`src/rtl/fixed_point_square_pkg.sv`:
```
// Shared constants and state type for the shift-add squarer.
package fixed_point_square_pkg;

  localparam int unsigned SR_FIXED_POINT_BITS = 16;
  localparam int unsigned FIXED_POINT_BITS    = 4;
  localparam int unsigned SQ_ROUND_SHIFT      = 2 * SR_FIXED_POINT_BITS - FIXED_POINT_BITS;

  typedef enum logic [1:0] {
    SQ_IDLE  = 2'd0,
    SQ_MUL   = 2'd1,
    SQ_ROUND = 2'd2,
    SQ_DONE  = 2'd3
  } sq_state_t;

endpackage

```
`src/rtl/fixed_point_square_if.sv`:
```
// Start/result handshake bundle shared with the square-root unit.
interface fixed_point_square_if #(
  parameter int unsigned W_IN  = 24,
  parameter int unsigned W_OUT = 12
);
  logic             start;
  logic [W_IN-1:0]  X;
  logic             busy;
  logic             valid;
  logic [W_OUT-1:0] Y;
  logic             sat;

  modport master (output start, output X, input busy, input valid, input Y, input sat);
  modport slave  (input start, input X, output busy, output valid, output Y, output sat);
endinterface

```
`src/rtl/fixed_point_square.sv`:
```
// Sequential shift-add squarer: Y = round(X^2 * 2^(OUT_FRAC - 2*IN_FRAC)), saturated.
// Optional SQ_EARLY_EXIT_EN: leave MUL once the remaining multiplier is zero.
module fixed_point_square
  import fixed_point_square_pkg::*;
#(
  parameter int unsigned W_IN     = 24,
  parameter int unsigned IN_FRAC  = SR_FIXED_POINT_BITS,
  parameter int unsigned W_OUT    = 12,
  parameter int unsigned OUT_FRAC = FIXED_POINT_BITS
) (
  input logic                  clk,
  input logic                  rst_,
  fixed_point_square_if.slave  bus
);

  localparam int unsigned W_ACC = 2 * W_IN;
  localparam int unsigned S     = 2 * IN_FRAC - OUT_FRAC;
  localparam int unsigned K_W   = $clog2(W_IN);
  localparam logic [K_W-1:0]   K_LAST = K_W'(W_IN - 1);
  localparam logic [W_ACC:0]   HALF   = (W_ACC + 1)'(1) << (S - 1);

  sq_state_t         state_q, state_d;
  logic [W_IN-1:0]   mcand_q, mcand_d;
  logic [W_IN-1:0]   mplier_q, mplier_d;
  logic [W_ACC-1:0]  acc_q, acc_d;
  logic [K_W-1:0]    k_q, k_d;
  logic [W_OUT-1:0]  y_q, y_d;
  logic              sat_q, sat_d;
  logic              busy_q, busy_d;
  logic              valid_q, valid_d;
  logic [W_ACC:0]    rnd;
  logic [W_ACC:0]    rsh;

  always_comb begin
    state_d  = state_q;
    mcand_d  = mcand_q;
    mplier_d = mplier_q;
    acc_d    = acc_q;
    k_d      = k_q;
    y_d      = y_q;
    sat_d    = sat_q;
    rnd      = {1'b0, acc_q} + HALF;
    rsh      = rnd >> S;

    unique case (state_q)
      SQ_IDLE: begin
        if (bus.start) begin
          mcand_d  = bus.X;
          mplier_d = bus.X;
          acc_d    = '0;
          k_d      = '0;
          state_d  = SQ_MUL;
        end
      end
      SQ_MUL: begin
        if (mplier_q[0]) begin
          acc_d = acc_q + ({{W_IN{1'b0}}, mcand_q} << k_q);
        end
        mplier_d = mplier_q >> 1;
        k_d      = k_q + 1'b1;
`ifdef SQ_EARLY_EXIT_EN
        if (mplier_d == '0 || k_q == K_LAST) begin
          state_d = SQ_ROUND;
        end
`else
        if (k_q == K_LAST) begin
          state_d = SQ_ROUND;
        end
`endif
      end
      SQ_ROUND: begin
        // Any bit above the output width after the rounding shift means overflow.
        if (|rsh[W_ACC:W_OUT]) begin
          y_d   = '1;
          sat_d = 1'b1;
        end else begin
          y_d   = rsh[W_OUT-1:0];
          sat_d = 1'b0;
        end
        state_d = SQ_DONE;
      end
      SQ_DONE: begin
        state_d = SQ_IDLE;
      end
      default: state_d = SQ_IDLE;
    endcase

    busy_d  = (state_d == SQ_MUL) || (state_d == SQ_ROUND);
    valid_d = (state_d == SQ_DONE);
  end

  always_ff @(posedge clk or negedge rst_) begin
    if (!rst_) begin
      state_q  <= SQ_IDLE;
      mcand_q  <= '0;
      mplier_q <= '0;
      acc_q    <= '0;
      k_q      <= '0;
      y_q      <= '0;
      sat_q    <= 1'b0;
      busy_q   <= 1'b0;
      valid_q  <= 1'b0;
    end else begin
      state_q  <= state_d;
      mcand_q  <= mcand_d;
      mplier_q <= mplier_d;
      acc_q    <= acc_d;
      k_q      <= k_d;
      y_q      <= y_d;
      sat_q    <= sat_d;
      busy_q   <= busy_d;
      valid_q  <= valid_d;
    end
  end

  assign bus.busy  = busy_q;
  assign bus.valid = valid_q;
  assign bus.Y     = y_q;
  assign bus.sat   = sat_q;

endmodule

```
`src/flat_wrapper.sv`:
```
// flat-port wrapper written by rule: the top's interface ports become plain ports
module fixed_point_square_flat import fixed_point_square_pkg::*;
#(
  parameter int unsigned W_IN     = 24,
  parameter int unsigned IN_FRAC  = SR_FIXED_POINT_BITS,
  parameter int unsigned W_OUT    = 12,
  parameter int unsigned OUT_FRAC = FIXED_POINT_BITS
)
  (clk, rst_, bus_start, bus_X, bus_busy, bus_valid, bus_Y, bus_sat);
  fixed_point_square_if #(.W_IN(W_IN), .W_OUT(W_OUT)) bus_i ();
  input logic clk;
  input logic rst_;
  input wire logic [$bits(bus_i.start)-1:0] bus_start;
  input wire logic [$bits(bus_i.X)-1:0] bus_X;
  output wire logic [$bits(bus_i.busy)-1:0] bus_busy;
  output wire logic [$bits(bus_i.valid)-1:0] bus_valid;
  output wire logic [$bits(bus_i.Y)-1:0] bus_Y;
  output wire logic [$bits(bus_i.sat)-1:0] bus_sat;
  assign bus_i.start = bus_start;
  assign bus_i.X = bus_X;
  assign bus_busy = bus_i.busy;
  assign bus_valid = bus_i.valid;
  assign bus_Y = bus_i.Y;
  assign bus_sat = bus_i.sat;
  fixed_point_square #(.W_IN(W_IN), .IN_FRAC(IN_FRAC), .W_OUT(W_OUT), .OUT_FRAC(OUT_FRAC)) u_core (.clk(clk), .rst_(rst_), .bus(bus_i));
endmodule
```
`config.mk`:
```
export PLATFORM = sky130hd
export DESIGN_NAME = fixed_point_square_flat
export DESIGN_NICKNAME = d
export VERILOG_FILES = /design/src/rtl/fixed_point_square_pkg.sv /design/src/rtl/fixed_point_square_if.sv /design/src/rtl/fixed_point_square.sv /design/src/flat_wrapper.sv
export SDC_FILE = /design/constraint.sdc
export NUM_CORES = 1
export LEC_CHECK = 0
export ABC_AREA = 1
export CORE_AREA = 2 2 181 138
export CTS_BUF_LIST = sky130_fd_sc_hd__clkbuf_8 sky130_fd_sc_hd__clkbuf_16
export DETAILED_ROUTE_END_ITERATION = 10
export DIE_AREA = 0 0 183 140
export SLEW_MARGIN = 20
export SYNTH_ARGS = -nofsm -noshare
export SYNTH_HDL_FRONTEND = slang
export SYNTH_SLANG_ARGS = --single-unit
```
`constraint.sdc`:
```
create_clock -name clk -period 4.1 [get_ports clk]
set_clock_uncertainty 0.2 [all_clocks]
set_input_delay 0.82 -clock clk [delete_from_list [all_inputs] [get_ports clk]]
set_output_delay 0.82 -clock clk [all_outputs]
set_load 0.03 [all_outputs]
```
==> results.md, run 1 <==
Die
• 49 — Placement Rows
• 140 um — height of the die
• 23,800 sq um — placeable core region
• 25,600 sq um — Die Footprint
• 183 um — die boundary width
• 42 — I/O pins
• 44.5% — Initial Utilization

Global routing
• 66 — pin count of the biggest net entering global routing
• 0 — final global-route overflow total
• 10,200 — number of global-route vias before repair
• 56,900 um — wire length of the first global-routing pass
• 1 — number of antenna violations at the first check in global routing
• 28.8% — Total Routing Usage GR

Clock network
• sky130_fd_sc_hd__clkbuf_16 — Root Buffer
• 4 — H-tree depth reported by CTS
• 0.06 ns — clock input transition at the sequential cells of the worst setup and hold paths
• 0.44 ns — source-to-sink clock delay at the later pin of the worst-skew pair
• 2 — number of buffers between clock root and the deepest sink
• done — clock tree from TritonCTS
• 118 — Num Clock Sinks
• 17 — Inserted Clock Buffers

Detailed routing
• 36,100 um — overall routed net length
• 5.21 — Vias/cell
• 1,029 — initial drt markers
• 0 — DRC violation count after routing
• 17.0 um — wire length per cell after detailed routing
• 0 — count of antenna-violating nets left after detailed routing
• 5 — Initial DRT Pass Iterations
• 11,100 — Vias

Synthesis
• 6.02 sq um — Mean Syn Cell Area
• 45 — distinct cell type count after synthesis
• 10,600 sq um — Cell Area, Synth
• 668 x sky130_fd_sc_hd__nand2_1, 252 x sky130_fd_sc_hd__inv_1, 140 x sky130_fd_sc_hd__nor2_1 — Post-synth top cells
• 27.9% — portion of the post-synthesis area used by sequential elements
• 0 — Post-synth EDFFs
• 100% — share of flip-flops with an asynchronous set or reset
• sky130_fd_sc_hd__nand2_1 — count leader, synth
• 0 — number of warnings printed during yosys synthesis
• 118 — number of flip-flops and latches in the synthesized netlist
• sky130_fd_sc_hd__dfrtp_1 — post-synth top area cell
• sky130_fd_sc_hd__dfrtp_1 28%, sky130_fd_sc_hd__nand2_1 24%, sky130_fd_sc_hd__inv_1 8.9%, sky130_fd_sc_hd__o21ai_0 6.2%, sky130_fd_sc_hd__ha_1 5.8% — leading cell types by total area after synthesis
• 1,758 — cell count after synthesis
• sky130_fd_sc_hd__dfrtp_1 — Synth Flop Type
• 27.9% — area share of the largest cell type after synthesis
• 1,835 — Synth Net Count

Timing
• 92.7% — Period Utilization, post-route
• 263 MHz — highest attainable clock frequency
• 0 — number of setup violations in the final report
• 0.912 ns — Slew @ Worst Pin
• 39.2% — worst max-slew margin expressed relative to the limit
• 0 ns — Setup TNS Final
• 0 — final-report hold violation count
• 0.277 ns — tightest hold margin
• 0 — max-slew violation count
• 3.80 ns — final critical-path required period
• false — RSZ-0062 raised after global routing

Run status
• finished clean — outcome

Cells and area
• 1,887 — net total in the final layout
• 2,546 — number of fill cells in the layout
• 0 — diodes inserted
• 7.79% — fraction of final layout cells sized beyond drive strength 1
• 12,200 sq um — post-route design area
• 15.5% — area growth from synthesis to layout
• 51.4% — final core occ

Worst setup path
• sky130_fd_sc_hd__dfrtp_1 — cell type of the slowest stage on the worst timing path
• simple AND/OR/NAND/NOR gates — Top Family by Delay on Critical Path
• 4.22 ns — required time at the worst-slack endpoint
• 3 — Critical path buffers and inverters
• register — Crit. End Element
• reg -> reg — class of the most critical setup path
• sky130_fd_sc_hd__nand2_1 — most numerous cell on the critical path
• 22 — maximum fanout along the worst path
• 0.43 ns — longest individual stage delay on the worst path
• 3.92 ns — data arrival time of the critical path
• buf_12 -> o21ai_0 -> nand2_1 -> o21ai_0 -> o21ai_0 -> o21ai_1 -> buf_4 -> o21ai_0 -> ha_1 -> nand2_1 -> nor2_1 -> inv_1 -> nor2_1 -> nand3_1 -> nand2_1 -> nand2_1 -> nand3_1 -> nand2_1 — Cell Chain, Critical Path
• register — Setup crit start kind

Placement
• 28,500 um — Detailed Place HPWL
• 11,500 sq um — Area after DPL
• 1.00 — GP Congestion
• 41 — # port buffers

Job
• 0 — maximum capacitance violations

Hold path
• in -> async — Tightest Hold Check Type

per-layer routing:
| metal | up-vias | wire (um) | GRT usage, % |
|---|---|---|---|
| li1 | 5669 | - | - |
| met1 | 5068 | 18200 | 44.3 |
| met2 | 318 | 14800 | 40.6 |
| met3 | 43 | 2460 | 5.93 |
| met4 | 2 | 662 | 7.07 |
| met5 | - | 13 | 0 |
area by class of cell:
cell class / count / area [sq um] / share of cell area [%]
repair buffers: 83 / 786 / 6.43
clock inverters: 15 / 215 / 1.76
clock buffers: 17 / 425 / 3.48
well taps: 306 / 383 / 3.13
flip-flops and latches: 118 / 2950 / 24.2
inverters: 261 / 980 / 8.01
multi-input cells: 1329 / 6480 / 53.0
final timing paths:
path	startpoint	cells after the start	slack (ns)	to
hold reg to reg	u_core.mplier_q[14]	2	0.28	u_core.mplier_q[14]
setup / recovery	u_core.k_q[0]	18	0.30	u_core.acc_q[32]
setup reg to reg	u_core.k_q[0]	18	0.30	u_core.acc_q[32]
max in group asynchronous	rst_	2	2.60	u_core.bus.Y[7]
min in group clk	u_core.mplier_q[14]	2	0.28	u_core.mplier_q[14]
hold / removal	rst_	1	0.28	u_core.acc_q[46]
cell usage in the layout (no fill, tap or decap), types with 4 or more instances in the layout:
master                              n
sky130_fd_sc_hd__nand3_1           99
sky130_fd_sc_hd__o211ai_1          13
sky130_fd_sc_hd__nand2_2            6
sky130_fd_sc_hd__nand3b_1           7
sky130_fd_sc_hd__buf_4             38
sky130_fd_sc_hd__nor2_4             5
sky130_fd_sc_hd__bufinv_16          4
sky130_fd_sc_hd__nor2_2            17
sky130_fd_sc_hd__nor2_1           133
sky130_fd_sc_hd__a21oi_1           53
sky130_fd_sc_hd__o21ai_1           16
sky130_fd_sc_hd__clkdlybuf4s50_1   40
sky130_fd_sc_hd__nand2_1          666
sky130_fd_sc_hd__xnor2_1            7
sky130_fd_sc_hd__nand3_2            4
sky130_fd_sc_hd__o21ai_0          120
sky130_fd_sc_hd__and2_1            11
sky130_fd_sc_hd__inv_6              6
sky130_fd_sc_hd__xor2_1             7
sky130_fd_sc_hd__o21bai_1           8
sky130_fd_sc_hd__or2_2             18
sky130_fd_sc_hd__inv_1            252
sky130_fd_sc_hd__inv_2              9
sky130_fd_sc_hd__clkbuf_16         17
sky130_fd_sc_hd__nor3_1            14
sky130_fd_sc_hd__dfrtp_1          118
sky130_fd_sc_hd__o21ai_2            4
sky130_fd_sc_hd__mux2i_1           13
sky130_fd_sc_hd__ha_1              49
sky130_fd_sc_hd__nand4_1           27
sky130_fd_sc_hd__buf_12             5
sky130_fd_sc_hd__o221ai_1           4
worst reg2reg max path: stages (launching register included):
cell	delay (ns)
sky130_fd_sc_hd__dfrtp_1	0.43
sky130_fd_sc_hd__buf_12	0.18
sky130_fd_sc_hd__o21ai_0	0.29
sky130_fd_sc_hd__nand2_1	0.08
sky130_fd_sc_hd__o21ai_0	0.15
sky130_fd_sc_hd__o21ai_0	0.17
sky130_fd_sc_hd__o21ai_1	0.30
sky130_fd_sc_hd__buf_4	0.17
sky130_fd_sc_hd__o21ai_0	0.09
sky130_fd_sc_hd__ha_1	0.41
sky130_fd_sc_hd__nand2_1	0.13
sky130_fd_sc_hd__nor2_1	0.13
sky130_fd_sc_hd__inv_1	0.13
sky130_fd_sc_hd__nor2_1	0.27
sky130_fd_sc_hd__nand3_1	0.25
sky130_fd_sc_hd__nand2_1	0.11
sky130_fd_sc_hd__nand2_1	0.05
sky130_fd_sc_hd__nand3_1	0.10
sky130_fd_sc_hd__nand2_1	0.06
metrics by stage:
stage          setup slack (ns)  std cells
6_report                  0.300       2129
5_1_grt                 0.00891       2129
4_1_cts                  0.0380       2127
3_5_place_dp             0.0840       2095
3_3_place_gp            -0.0240       2095
2_1_floorplan              1.08       1758
registers in the layout (all words and copies together), names as in the netlist:
signal / flops
u_core.state_q: 2
u_core.bus.busy: 1
u_core.bus.Y: 12
u_core.bus.sat: 1
u_core.mcand_q: 24
u_core.mplier_q: 24
u_core.bus.valid: 1
u_core.k_q: 5
u_core.acc_q: 48
logic make-up (layout without fill, tap and decap cells):
group,after synthesis,after routing,share of synthesized area (%)
AO/OA/AOI/OAI,239,239,12.5
XOR/XNOR,14,14,1.16
adder cells (fa/ha/maj),50,50,5.98
buffers and inverters,311,376,11.4
flip-flops,118,118,27.9
multiplexers,13,13,1.23
AND/OR/NAND/NOR,1013,1013,39.8
repair_timing:
| action | in CTS | in global routing |
|---|---|---|
| hold buffers | 0 | 0 |
| resized for setup | 0 | 27 |
| buffers inserted | 0 | 2 |
| endpoints found under the setup margin | 0 | 35 |
Power of run 1 is not shown: default switching activity piles up to over one toggle a cycle in this logic, so the estimate is an artifact.
==> run 2, diff against run 1 <==
--- a/config.mk
+++ b/config.mk
@@ -8,8 +8,10 @@
 export ABC_AREA = 1
 export CORE_AREA = 2 2 181 138
 export CTS_BUF_LIST = sky130_fd_sc_hd__clkbuf_8 sky130_fd_sc_hd__clkbuf_16
+export CTS_CLUSTER_DIAMETER = 120
 export DETAILED_ROUTE_END_ITERATION = 10
 export DIE_AREA = 0 0 183 140
+export GPL_ROUTABILITY_DRIVEN = 1
 export SLEW_MARGIN = 20
 export SYNTH_ARGS = -nofsm -noshare
 export SYNTH_HDL_FRONTEND = slang
==> results of run 2 <==
The final DEF is identical to that of run 1; final timing and power are the same.
Power of run 2 is left out for the same reason.
